--- src/rtl/buf_bus_arbiter.sv ---
// Round-robin arbiter that lends one registered 1-bit buffer (Y) to one of N requesters.
// The owner's data bit reaches Y one cycle after it is sampled; a hold limit bounds starvation.
module buf_bus_arbiter #(
    parameter int N        = 4,
    parameter int MAX_HOLD = 8
) (
    input  logic         clk,
    input  logic         rst_n,
    input  logic [N-1:0] req,
    input  logic [N-1:0] A,
    output logic [N-1:0] grant,
    output logic         Y,
    output logic         Y_valid
);

    localparam int IW = (N > 1) ? $clog2(N) : 1;
    localparam int CW = (MAX_HOLD > 1) ? $clog2(MAX_HOLD) : 1;
    localparam logic [IW-1:0] LAST_IDX = IW'(N - 1);
    localparam logic [CW-1:0] CNT_MAX  = CW'(MAX_HOLD - 1);

    localparam logic [0:0] S_IDLE  = 1'b0;
    localparam logic [0:0] S_GRANT = 1'b1;

    // Returns {found, index} of the first set bit of vec, scanning start, start+1, ... with wrap.
    function automatic logic [IW:0] rr_pick(input logic [N-1:0] vec, input logic [IW-1:0] start);
        logic [IW:0] result;
        int          idx;
        result = '0;
        for (int k = N - 1; k >= 0; k--) begin
            idx = int'(start) + k;
            if (idx >= N) idx = idx - N;
            if (vec[idx]) result = {1'b1, IW'(idx)};
        end
        return result;
    endfunction

    logic [0:0]    state;
    logic [IW-1:0] ptr;
    logic [IW-1:0] owner;
    logic [CW-1:0] cnt;

    logic [N-1:0]  others;
    logic [IW-1:0] next_ptr;
    logic          at_limit;
    logic          release_now;
    logic [IW:0]   pick_idle;
    logic [IW:0]   pick_next;

    // NOTE: every always_comb output gets a default first so no path leaves it unassigned (no latch).
    always_comb begin
        others      = req & ~grant;
        next_ptr    = (owner == LAST_IDX) ? '0 : owner + 1'b1;
        at_limit    = (cnt == CNT_MAX);
        release_now = 1'b0;
        if (state == S_GRANT)
            release_now = !req[owner] || (at_limit && (|others));
        pick_idle   = rr_pick(req, ptr);
        pick_next   = rr_pick(others, next_ptr);
    end

    // NOTE: state registers use non-blocking assignments so every register sees pre-edge values.
    always_ff @(posedge clk or negedge rst_n) begin
        if (!rst_n) begin
            state   <= S_IDLE;
            ptr     <= '0;
            owner   <= '0;
            cnt     <= '0;
            grant   <= '0;
            Y       <= 1'b0;
            Y_valid <= 1'b0;
        end else begin
            case (state)
                S_IDLE: begin
                    Y       <= 1'b0;
                    Y_valid <= 1'b0;
                    if (pick_idle[IW]) begin
                        state <= S_GRANT;
                        owner <= pick_idle[IW-1:0];
                        grant <= {{(N-1){1'b0}}, 1'b1} << pick_idle[IW-1:0];
                        cnt   <= '0;
                    end
                end
                S_GRANT: begin
                    // The outgoing owner's last sampled bit is still delivered on the release edge.
                    Y       <= A[owner];
                    Y_valid <= 1'b1;
                    if (release_now) begin
                        ptr <= next_ptr;
                        cnt <= '0;
                        if (pick_next[IW]) begin
                            owner <= pick_next[IW-1:0];
                            grant <= {{(N-1){1'b0}}, 1'b1} << pick_next[IW-1:0];
                        end else begin
                            state <= S_IDLE;
                            grant <= '0;
                        end
                    end else if (!at_limit) begin
                        cnt <= cnt + 1'b1;
                    end
                end
                default: begin
                    state <= S_IDLE;
                    grant <= '0;
                end
            endcase
        end
    end

endmodule

--- config.mk ---
export PLATFORM = sky130hd
export DESIGN_NAME = buf_bus_arbiter
export DESIGN_NICKNAME = d
export VERILOG_FILES = /design/src/rtl/buf_bus_arbiter.sv
export SDC_FILE = /design/constraint.sdc
export NUM_CORES = 1
export LEC_CHECK = 0
export ABC_AREA = 1
export CORE_AREA = 2 2 56 45
export CTS_BUF_LIST = sky130_fd_sc_hd__clkbuf_4 sky130_fd_sc_hd__clkbuf_8 sky130_fd_sc_hd__clkbuf_16
export DETAILED_ROUTE_END_ITERATION = 8
export DIE_AREA = 0 0 58 47
export PLACE_DENSITY = 0.88
export SYNTH_ARGS = -nofsm -noshare
export SYNTH_HDL_FRONTEND = slang
export SYNTH_SLANG_ARGS = --single-unit
--- constraint.sdc ---
create_clock -name clk -period 4.05 [get_ports clk]
set_input_delay 1.215 -clock clk [delete_from_list [all_inputs] [get_ports clk]]
set_output_delay 1.215 -clock clk [all_outputs]
set_load 0.01 [all_outputs]
==> qor.json <==
{
  "worst_slack_placed_ns": 1.12,
  "cellPowerDensity_nw_per_um2": 954,
  "critPathMostFrequentCell": "sky130_fd_sc_hd__nand2_1",
  "die-height_microns": 47,
  "via_count": 1274,
  "skew_ns": 0.00482,
  "startpoint_type": "input pin",
  "clock_tree_from_tritoncts": "done",
  "fp.dieW_microns": 58,
  "postCtsSetupRepairBufs": 0,
  "drtAntennaViolNets": 0,
  "number_of_antenna_violations_at_the_first_check_in_global_routing": 0,
  "cellLeakagePower_nw": 0.791,
  "route.detailed.vias_per_inst": 5.24,
  "critPathRequiredTime_ns": 4.26,
  "layout_worst_path_cycle_share": 0.656,
  "slew_viol_final": 0,
  "layout.cells.most_common": "sky130_fd_sc_hd__nand2_1",
  "fin_worst_hold_slack_ns": 0.498,
  "synthDistinctLibCells": 22,
  "initial_core_util": 0.557,
  "row_count": 15,
  "timing.final.setup_violations": 0,
  "worst_setup_path_end_kind": "flip-flop",
  "global_route.overflow_total": 0,
  "total_die_area_sq_um": 2730,
  "nets": 232,
  "detail_route.iter0.violations": 58,
  "detail_route.first_pass.iterations": 5,
  "worst_skew_pair.late_latency_ns": 0.28,
  "cpLargestDelayFamily": "buffers and inverters",
  "placement.io_buffers": 15,
  "cts.htree.levels": 1,
  "mostFrequentLayoutCells": "sky130_fd_sc_hd__nand2_1 (89), sky130_fd_sc_hd__inv_1 (21), sky130_fd_sc_hd__nand3_1 (15), sky130_fd_sc_hd__clkdlybuf4s50_1 (15), sky130_fd_sc_hd__dfrtp_1 (14)",
  "cts-buffers-inserted": 3,
  "max_freq_ghz": 0.377,
  "outcome": "finished, final reports clean",
  "clk_pin_slew_worst_paths_ns": 0.08,
  "cp_data_arrival_time_ns": 2.87,
  "grt_util_all_layers": 0.224,
  "clock_sink_count": 14,
  "worst-path-buf-inv": 4,
  "report.final.hold_viol_count": 0,
  "gpl_wtd_cong": 0.894,
  "finalWirelength_microns": 2720,
  "avgSynthCellArea_sq_um": 6.06,
  "maxSlewHeadroom": 0.587,
  "num_antenna_cells": 0,
  "max-vdd-ir-drop_uv": 612,
  "hold_fix_buffers_at_cts": 0,
  "least_margin_pin_slew_ns": 0.618,
  "syn-num-nets": 213,
  "ys.warnings.count": 0,
  "final.setup.worst_slack_ns": 1.40,
  "crit_slowest_cell": "sky130_fd_sc_hd__clkdlybuf4s50_1",
  "grt_pass1_vias": 1017,
  "detailed_place_hpwl_microns": 2120,
  "cts.repair.resized": 0,
  "drive_gt1_frac": 0.106,
  "path_max_fanout": 5,
  "yosys_register_bits": 14,
  "maxCapViolations": 0,
  "postSynthCellCount": 200,
  "layout.filler_cells": 192,
  "timing.critical_path.cells": "clkdlybuf4s50_1 -> nand2_1 -> nand4_1 -> inv_1 -> o211ai_2 -> nand2_4 -> inv_2 -> nand2_1 -> inv_2 -> nand2_1 -> o21ai_1",
  "design_power_total_mw": 1.36,
  "rsz0062_at_grt": "false",
  "avgRoutedWirePerCell_microns": 11.2,
  "final_period_minus_worst_setup_slack_ns": 2.65,
  "clk_path_buf_depth": 2,
  "final.setup.tns_ns": 0,
  "grt_first_pass_wirelength_microns": 4550,
  "syn_area_sq_um": 1210,
  "min_path_type": "flip-flop to flip-flop",
  "core_region_area_sq_um": 2180,
  "boundaryPins": 16,
  "grt_start_max_net_pins": 15,
  "critical_path_class": "input pin to flip-flop",
  "max_stage_delay_ns": 0.55,
  "post-route-drc-count": 0,
  "buffer_cell_driving_the_clock_tree_root": "sky130_fd_sc_hd__clkbuf_4",
  "synth.yosys.seq_area_share": 0.289,
  "areaGrowthSynthToFinish_pct": 17.3
}
-- worst paths after layout --
check,startpoint,endpoint,slack (ns),depth (start not counted)
max,req[3],owner[1],1.40,11
min,cnt[0],cnt[0],0.50,1
max reg2reg,owner[0],grant[0],1.95,14
min reg2reg,cnt[0],cnt[0],0.50,1
max in group asynchronous,rst_n,grant[2],2.34,1
min in group asynchronous,rst_n,cnt[0],1.31,1
-- sequential cells by signal, summed over array words and instances, names as in the netlist --
signal / count
Y_valid: 1
state: 1
ptr: 2
owner: 2
Y: 1
grant: 4
cnt: 3
-- power by group --
part | leakage (nW) | total (mW) | switching, mW | internal [mW]
registers | 0.171 | 0.272 | 0.0722 | 0.200
clock network | 0.0210 | 0.100 | 0.0453 | 0.0547
logic | 0.599 | 0.985 | 0.632 | 0.353
-- worst reg2reg max path, cell delays in order, from the launching register on --
cell and delay, ns:
sky130_fd_sc_hd__dfrtp_1 0.50, sky130_fd_sc_hd__ha_1 0.43, sky130_fd_sc_hd__inv_1 0.20, sky130_fd_sc_hd__nand2_1 0.10
sky130_fd_sc_hd__nand2_2 0.09, sky130_fd_sc_hd__nand3_1 0.09, sky130_fd_sc_hd__nand3_2 0.10, sky130_fd_sc_hd__nand2_1 0.05
sky130_fd_sc_hd__nand2_1 0.07, sky130_fd_sc_hd__nand2_2 0.08, sky130_fd_sc_hd__nor2_2 0.10, sky130_fd_sc_hd__nand2_1 0.06
sky130_fd_sc_hd__nand2_1 0.06, sky130_fd_sc_hd__nand2_1 0.06, sky130_fd_sc_hd__nand2_1 0.06
-- stage by stage --
step	instance area (sq um)	utilization	cells
4_1_cts	1420	0.653	243
3_5_place_dp	1390	0.637	239
2_1_floorplan	1210	-	200
5_1_grt	1420	0.653	243
6_report	1420	0.653	243
3_3_place_gp	1390	0.637	239
-- per-layer routing --
| metal | up-vias | track usage | part of all wire |
|---|---|---|---|
| met5 | - | 0 | 0 |
| met4 | 0 | 0.0419 | 0.012 |
| met3 | 9 | 0.0551 | 0.079 |
| met2 | 53 | 0.350 | 0.44 |
| met1 | 547 | 0.321 | 0.46 |
| li1 | 665 | - | - |
-- synth_stat cells (all sizes together) --
cell type / count / area share
nand4: 2 / 0.010
nand2: 98 / 0.34
buf: 1 / 0.0062
a21oi: 2 / 0.0083
nand3: 17 / 0.078
mux2i: 1 / 0.0083
o21a: 1 / 0.0062
o211ai: 1 / 0.010
o21ai: 17 / 0.070
nor2: 15 / 0.051
clkinv: 1 / 0.0031
nand3b: 1 / 0.0062
ha: 3 / 0.031
dfrtp: 14 / 0.29
inv: 26 / 0.081
-- cell type report --
class / instances / area [sq um] / share of cell area
Timing Repair Buffer: 15 / 150 / 0.106
Sequential cell: 14 / 350 / 0.246
Inverter: 27 / 101 / 0.0712
Tap cell: 25 / 31.3 / 0.0220
Clock buffer: 4 / 36.3 / 0.0255
Multi-Input combinational cell: 158 / 753 / 0.529
-- kinds of logic (layout without fill, tap and decap cells) --
family          after synthesis  count (layout)  synth area share
simple gates                133             133             0.487
buf+inv                      28              46            0.0898
compound gates               21              21            0.0949
flops                        14              14             0.289
fa+ha+maj                     3               3            0.0310
mux                           1               1           0.00826
No activity file was read; power rests on OpenSTA's default activity.
